`src/rtl/valid_table_nway.sv`:
```
// ---------------------------------------------------------------------------
// valid_table_nway
//
// Per-way valid-bit table for a set-associative cache, kept beside the
// tag/data RAMs. Holds DEPTH sets x WAYS valid bits.
//   - Registered read with 1-cycle latency. The result holds while rd_en_i=0.
//   - Per-way masked writes.
//   - A flush FSM (IDLE -> SWEEP -> DONE) invalidates one set per cycle.
//   - Reports the lowest invalid way of the last read set for refill.
//
// The table is built from flops, not block RAM, because reset must clear
// every bit asynchronously.
//
// Build option:
//   VALID_WR_BYPASS_EN  defined   -> write-first on a same-index read/write
//                       undefined -> read-first (returns the pre-write bits)
//
// Ports:
//   clk            clock
//   rst            asynchronous reset, active-high
//   rd_en_i        read strobe
//   rd_index_i     read set index
//   wr_en_i        write strobe (ignored while a flush is in progress)
//   wr_index_i     write set index
//   wr_way_mask_i  ways to update
//   wr_valid_i     value written to every masked way
//   flush_req_i    start a whole-table invalidate (ignored while busy)
//   flush_busy_o   sweep in progress (SWEEP or DONE)
//   flush_done_o   1-cycle pulse when the sweep completes
//   rd_valid_o     registered valid vector of the read set
//   rd_free_vld_o  at least one way in rd_valid_o is invalid
//   rd_free_way_o  lowest-numbered invalid way, 0 if none
// ---------------------------------------------------------------------------
module valid_table_nway #(
  parameter int WAYS  = 2,
  parameter int DEPTH = 256,
  localparam int IDX_W = $clog2(DEPTH),
  localparam int WAY_W = (WAYS > 1) ? $clog2(WAYS) : 1
) (
  input  logic             clk,
  input  logic             rst,
  input  logic             rd_en_i,
  input  logic [IDX_W-1:0] rd_index_i,
  input  logic             wr_en_i,
  input  logic [IDX_W-1:0] wr_index_i,
  input  logic [WAYS-1:0]  wr_way_mask_i,
  input  logic             wr_valid_i,
  input  logic             flush_req_i,
  output logic             flush_busy_o,
  output logic             flush_done_o,
  output logic [WAYS-1:0]  rd_valid_o,
  output logic             rd_free_vld_o,
  output logic [WAY_W-1:0] rd_free_way_o
);

  typedef enum logic [1:0] {
    ST_IDLE  = 2'd0,
    ST_SWEEP = 2'd1,
    ST_DONE  = 2'd2
  } state_t;

  state_t                      state_reg, state_next;
  logic [IDX_W-1:0]            cnt_reg;
  logic [DEPTH-1:0][WAYS-1:0]  table_w;
  logic [WAYS-1:0]             rd_valid_reg;
  logic [WAYS-1:0]             rd_word;
  logic [WAYS-1:0]             rd_next;
  logic                        in_idle;
  logic                        in_sweep;
  logic                        wr_act;
  logic                        last_set;

  assign in_idle  = (state_reg == ST_IDLE);
  assign in_sweep = (state_reg == ST_SWEEP);
  // Writes are only accepted in IDLE; during a flush they are dropped.
  assign wr_act   = in_idle && wr_en_i;
  assign last_set = (cnt_reg == IDX_W'(DEPTH - 1));

  // ---------------------------------------------------------------------
  // Flush FSM
  // ---------------------------------------------------------------------
  always_ff @(posedge clk or posedge rst) begin
    if (rst) begin
      state_reg <= ST_IDLE;
    end else begin
      state_reg <= state_next;
    end
  end

  always_comb begin
    state_next = state_reg;
    unique case (state_reg)
      ST_IDLE:  if (flush_req_i) state_next = ST_SWEEP;
      ST_SWEEP: if (last_set)    state_next = ST_DONE;
      ST_DONE:                   state_next = ST_IDLE;
      default:                   state_next = ST_IDLE;
    endcase
  end

  // The sweep counter stops at DEPTH-1 instead of wrapping; it is reloaded
  // with 0 when the next flush starts.
  always_ff @(posedge clk or posedge rst) begin
    if (rst) begin
      cnt_reg <= '0;
    end else if (in_idle && flush_req_i) begin
      cnt_reg <= '0;
    end else if (in_sweep && !last_set) begin
      cnt_reg <= cnt_reg + IDX_W'(1);
    end
  end

  assign flush_busy_o = !in_idle;
  assign flush_done_o = (state_reg == ST_DONE);

  // ---------------------------------------------------------------------
  // Valid storage: one register per set. The sweep and writes are never
  // active together because writes are gated to IDLE.
  // ---------------------------------------------------------------------
  for (genvar gi = 0; gi < DEPTH; gi++) begin : g_set
    logic [WAYS-1:0] bits_reg;

    always_ff @(posedge clk or posedge rst) begin
      if (rst) begin
        bits_reg <= '0;
      end else if (in_sweep && (cnt_reg == IDX_W'(gi))) begin
        bits_reg <= '0;
      end else if (wr_act && (wr_index_i == IDX_W'(gi))) begin
        bits_reg <= (bits_reg & ~wr_way_mask_i) |
                    (wr_valid_i ? wr_way_mask_i : '0);
      end
    end

    assign table_w[gi] = bits_reg;
  end

  // ---------------------------------------------------------------------
  // Read path
  // ---------------------------------------------------------------------
  assign rd_word = table_w[rd_index_i];

`ifdef VALID_WR_BYPASS_EN
  // Write-first: forward the masked write data onto a same-index read.
  always_comb begin
    rd_next = rd_word;
    if (wr_act && (wr_index_i == rd_index_i)) begin
      rd_next = (rd_word & ~wr_way_mask_i) |
                (wr_valid_i ? wr_way_mask_i : '0);
    end
  end
`else
  // Read-first: the stored bits before this cycle's write are returned.
  assign rd_next = rd_word;
`endif

  always_ff @(posedge clk or posedge rst) begin
    if (rst) begin
      rd_valid_reg <= '0;
    end else if (rd_en_i) begin
      // A read during a flush reports an all-invalid set.
      rd_valid_reg <= in_idle ? rd_next : '0;
    end
  end

  assign rd_valid_o = rd_valid_reg;

  // ---------------------------------------------------------------------
  // Free-way reporting (combinational from the registered read)
  // ---------------------------------------------------------------------
  assign rd_free_vld_o = ~&rd_valid_reg;

  always_comb begin
    logic found;
    found         = 1'b0;
    rd_free_way_o = '0;
    for (int w = 0; w < WAYS; w++) begin
      if (!rd_valid_reg[w] && !found) begin
        rd_free_way_o = WAY_W'(w);
        found         = 1'b1;
      end
    end
  end

endmodule

```
`config.mk`:
```
export PLATFORM = sky130hd
export DESIGN_NAME = valid_table_nway
export DESIGN_NICKNAME = d
export VERILOG_FILES = /design/src/rtl/valid_table_nway.sv
export SDC_FILE = /design/constraint.sdc
export NUM_CORES = 2
export LEC_CHECK = 0
export CAP_MARGIN = 25
export CELL_PAD_IN_SITES_DETAIL_PLACEMENT = 0
export CELL_PAD_IN_SITES_GLOBAL_PLACEMENT = 1
export CORE_MARGIN = 2
export CORE_UTILIZATION = 53
export CTS_BUF_LIST = sky130_fd_sc_hd__clkbuf_4
export DETAILED_ROUTE_END_ITERATION = 8
export PLACE_DENSITY_LB_ADDON = 0.12
export SYNTH_ARGS = -nofsm -noshare
export SYNTH_HDL_FRONTEND = slang
export SYNTH_SLANG_ARGS = --single-unit
```
`constraint.sdc`:
```
create_clock -name clk -period 20.2 [get_ports clk]
set_input_delay 4.04 -clock clk [delete_from_list [all_inputs] [get_ports clk]]
set_output_delay 4.04 -clock clk [all_outputs]
set_load 0.005 [all_outputs]
```
; ---- After elaboration in Yosys (flattened, before gate mapping)
; Index checks and enable logic that the tools add are counted.
[totals]
ff_bits = 524
in_bits = 24
output_inout_bits = 6
elab_cells = 2592
[classes]
add_sub_neg = 1
order_cmp = 1
n_eq_ne = 514
mux = 522
bitwise_logic = 513
reduce_logical = 782
[op_table]
columns = op, count
row1 = equality test 8 bit (second input constant), 256
row2 = 2-to-1 mux 2 bit, 517
row3 = equality test 8 x 7 -> 1 bit (second input constant), 128
row4 = logical AND 1 bit, 516
row5 = nonzero test 2 bit, 257
row6 = bitwise AND 2 bit, 256
row7 = equality test 8 x 6 -> 1 bit (second input constant), 64
row8 = bitwise OR 2 bit, 256
row9 = equality test 8 x 5 -> 1 bit (second input constant), 32
row10 = equality test 8 x 4 -> 1 bit (second input constant), 16
row11 = equality test 8 x 3 -> 1 bit (second input constant), 8
row12 = equality test 8 x 2 -> 1 bit (second input constant), 4
row13 = binary-select mux 2 bit (select 8 bit), 1
row14 = equality test 8 x 1 -> 1 bit (second input constant), 2
row15 = logical NOT 8 bit, 2
row16 = 2-to-1 mux 8 bit, 2
row17 = less-than comparator 8 x 9 -> 1 bit (second input constant), 1
row18 = adder 8 x 1 -> 8 bit (second input constant), 1
row19 = logical NOT 1 bit, 4
row20 = one-hot mux 2 bit (2 select lines), 1
row21 = AND reduction 2 bit, 2
row22 = equality test 2 x 1 -> 1 bit (second input constant), 1
row23 = equality test 2 bit (second input constant), 1
row24 = logical NOT 2 bit, 1
row25 = 4 further kinds, 4

; ---- Depth between registers and ports, before layout
[depth]
depth_word = 5
mapped_depth = 10
ltp_nobuf = 6

; ---- Least setup slack after synthesis
; OpenSTA, ideal clock, no wires.
[synth_path]
path_type = input to register
from = in rd_index_i[0]
to = reg rd_valid_reg[1] (netlist: rd_valid_o[1])
setup_ns = 0.126
arrival_ns = 5.977
t_required_ns = 20.074
slack_ns = 14.097
stages = 9
n_path_buf = 3
path_cell_list = buf_4 buf_4 buf_2 mux4_2 a22oi_1 nand4_1 nand3_1 nor3_1 a221o_1
[synth_via]
elab_chain_len = 3
[synth_lines]
columns = item, line
row1 = from (decl), 43  ; input logic [IDX_W-1:0] rd_index_i,
row2 = binary-select mux 2 bit (select 8 bit), 139  ; assign rd_word = table_w[rd_index_i];
row3 = 2-to-1 mux 2 bit (not written as such), 139
row4 = 2-to-1 mux 2 bit, 160  ; rd_valid_reg <= in_idle ? rd_next : '0;
row5 = to (signal assigned), 160
row6 = to (decl), 65  ; logic [WAYS-1:0] rd_valid_reg;
; Every way passes these cells. The select of a mux whose other input is x is not followed.
; A chain may end at the register's enable or synchronous reset.

; ---- Worst setup path after layout
[layout_path]
from = in rd_index_i[1]
to = reg rd_valid_reg[0] (netlist: rd_valid_o[0])
; The elaborated chain is that of the path after synthesis.

==> impl_metrics.env <==
export IMPL_skew_ns=0.0675
export IMPL_synth_seq_area_share=0.486
export IMPL_syn_to_final_growth_pct=11.1
export IMPL_detail_route_antenna_nets=0
export IMPL_syn_cell_area_sq_um=27000
export IMPL_io_buffers=29
export IMPL_top_layer="met4"
export IMPL_largest_reg_flops=512
export IMPL_fin_cells=3219
export IMPL_vias=24400
export IMPL_fin_tns_setup_ns=0
export IMPL_die_w_microns=230
export IMPL_arrival_ns=7.79
export IMPL_start_kind="input pin"
export IMPL_switchingPower_uw=831
export IMPL_grt_overflow=0
export IMPL_grt_usage=0.396
export IMPL_clock_latency_ns=1.03
export IMPL_fill_cells=4145
export IMPL_worst_r2r_setup_slack_ns=16.96
export IMPL_grt_max_degree=122
export IMPL_core_sq_um=50200
export IMPL_dp_cells=2931
export IMPL_die_h_microns=230
export IMPL_cpLargestDelayFamily="buffers and inverters"
export IMPL_synth_fp_nets=2503
export IMPL_grt_pass1_wl_mm=156
export IMPL_dr_wl_met2_mm=45.9
export IMPL_first_iter_violations=4214
export IMPL_critical_path_required_ns=21.09
export IMPL_path_max_fanout=47
export IMPL_root_buffer="clkbuf_4"
export IMPL_postSynthAreaPerCell_sq_um=10.9
export IMPL_final_common_cell="a21oi_1"
export IMPL_async_flop_share=1.00
export IMPL_path_class="in2reg"
export IMPL_run_status="finished, final reports clean"
export IMPL_p_leak_nw=12.9
export IMPL_hold_viol=0
export IMPL_rsz0062_at_grt="false"
export IMPL_cts_hold_buffers=0
export IMPL_clk_pin_slew_worst_paths_ns=0.06
export IMPL_seq_power_share=0.429
export IMPL_final_nets=2460
export IMPL_initial_core_util=0.538
export IMPL_fmax_mhz=145
export IMPL_final_layout_size_suffix_gt1_frac=0.210
export IMPL_switching_share=0.325
export IMPL_htree_levels=4
export IMPL_clkPwrFrac=0.407
export IMPL_vdd_ir_drop_max_uv=72.0
export IMPL_ys_types=53
export IMPL_synth_edf_count=0
export IMPL_p_comb_frac=0.164
export IMPL_path_cells="buf_6 -> buf_4 -> buf_4 -> mux4_2 -> mux4_2 -> nor2b_1 -> o22ai_1 -> o211ai_1"
export IMPL_place_gp_congestion=0.873
export IMPL_synth_top_area_cell="dfrtp_1"
export IMPL_vias_per_cell=7.59
export IMPL_wirelength_met1_mm=39.4
export IMPL_numCtsBuffers=147
export IMPL_yosysWarnings=0
export IMPL_wl_per_cell_microns=32.2
export IMPL_synth_seq_cells=524
export IMPL_layout_min_cycle_time_ns=6.91
export IMPL_drc=0
export IMPL_slowest_stage="buf_4"
export IMPL_rows=82
export IMPL_dr_pass1_iters=6
export IMPL_routed_wl_mm=104
export IMPL_clock_sinks=524
export IMPL_endpoint_kind="flip-flop"
export IMPL_dp_hpwl_mm=56.2
export IMPL_grt_pass1_vias=24200
export IMPL_post_route_period_util=0.342
export IMPL_synth_top_area_frac=0.486
export IMPL_clockBufferDepth=3
export IMPL_max_slew_margin=0.159
export IMPL_cts_tree="done"
export IMPL_cp_slowest_stage_delay_ns=0.79
export IMPL_ff_latch_area_sq_um=13100
export IMPL_ios=30
export IMPL_maxCapViolCount=0
export IMPL_most_common_layout_cells="a21oi_1 (527), dfrtp_1 (524), a221oi_1 (453)"
export IMPL_p_int_mw=1.72
export IMPL_syn_inst=2475
export IMPL_dr_wl_met3_mm=13.3
export IMPL_multi_input_area_sq_um=12800
export IMPL_worstMarginPinSlew_ns=1.23
export IMPL_power_density_nw_per_um2=85.2
export IMPL_post_cts_buffers=0
export IMPL_die_area_sq_um=52700
export IMPL_cts_resized=0
export IMPL_crit_buf_inv=3
export IMPL_drv_slew=0
export IMPL_setup_viol=0
export IMPL_synth_ff_type="dfrtp_1"
export IMPL_antenna_found_initial=2
export IMPL_hold_path_class="reg2reg"
export IMPL_synth_area_leaders="dfrtp_1 (49%), a221oi_1 (15%), mux4_2 (9.9%)"
cell usage after synthesis, types with 3 or more instances:
master,count
a21oi_1,527
buf_1,10
o21ai_0,10
nand3_1,20
mux2i_1,85
buf_4,9
inv_1,10
mux2_2,14
nor2_1,131
a32oi_1,4
a211oi_1,9
and3_1,8
mux4_2,119
nor3_2,3
buf_2,21
a2111oi_0,3
nand2b_1,12
xor2_1,3
nand2_1,78
ha_1,4
and2_1,17
a22oi_1,22
nand4_1,9
a221oi_1,453
nor2b_1,33
o211ai_1,5
nor3_1,15
or3_1,4
dfrtp_1,524
a31oi_1,3
clkbuf_1,280
worst paths after layout:
kind	startpoint	end	depth (start not counted)
worst max-delay path	rd_index_i[1]	rd_valid_o[0]	8
worst min-delay path	g_set[160].bits_reg[1]	g_set[160].bits_reg[1]	2
worst max register to register	state_reg[0]	g_set[0].bits_reg[0]	7
worst min register to register	g_set[160].bits_reg[1]	g_set[160].bits_reg[1]	2
max in group asynchronous	rst	g_set[17].bits_reg[0]	5
min in group asynchronous	rst	g_set[143].bits_reg[0]	2
metal layers:
metal | global-route usage | vias to the layer above
met3 | 0.126 | 384
met5 | 0 | -
li1 | - | 9817
met1 | 0.534 | 12300
met2 | 0.577 | 1955
met4 | 0.205 | 0
stage by stage:
step | area, sq um | hold slack (ns) | utilization | setup slack (ns) | total power, mW
CTS | 29700 | 0.556 | 0.592 | 13.41 | 2.54
global placement | 27600 | 0.527 | 0.550 | 12.31 | 1.50
floorplan | 27000 | 0.509 | - | 1.52 | 1.32
finish | 30000 | 0.554 | 0.597 | 13.29 | 2.56
global route | 30000 | 0.579 | 0.597 | 13.08 | 2.64
detailed placement | 27700 | 0.543 | 0.553 | 12.29 | 1.51
cells by family (layout without fill, tap and decap cells):
kind of cell               Yosys count  after routing  synth area share
AOI/OAI and AO/OA                 1047           1047             0.263
other                                0              7                 0
adders and majority gates            4              4           0.00186
xor gates and xnor gates             5              5           0.00162
and+or+nand+nor                    344            344            0.0611
muxes                              218            218             0.137
buffers and inverters              333            398            0.0491
DFF                                524            524             0.486
area by class of cell:
cell class | count | share of cell area
Sequential cell | 524 | 0.437
Multi-Input combinational cell | 1618 | 0.428
Clock buffer | 226 | 0.0566
Timing Repair Buffer | 130 | 0.0396
Tap cell | 672 | 0.0280
Clock inverter | 31 | 0.00835
Inverter | 11 | 0.00163
Antenna cell | 7 | 0.000584
power by group through the flow:
| stage | registers, mW | logic [mW] | clock network (mW) |
|---|---|---|---|
| global placement | 1.11 | 0.385 | 0 |
| global route | 1.10 | 0.429 | 1.11 |
| floorplan | 1.10 | 0.222 | 0 |
| CTS | 1.10 | 0.397 | 1.05 |
| finish | 1.10 | 0.418 | 1.04 |
| detailed placement | 1.12 | 0.396 | 0 |
worst register-to-register path, stage by stage (launching register included):
cell	delay, ns
dfrtp_1	0.41
or4b_1	0.77
nor4_4	0.22
buf_4	0.49
nand2_1	0.60
nor2_1	0.29
mux2i_1	0.21
a21oi_1	0.06
No activity file was read; power rests on OpenSTA's default activity.
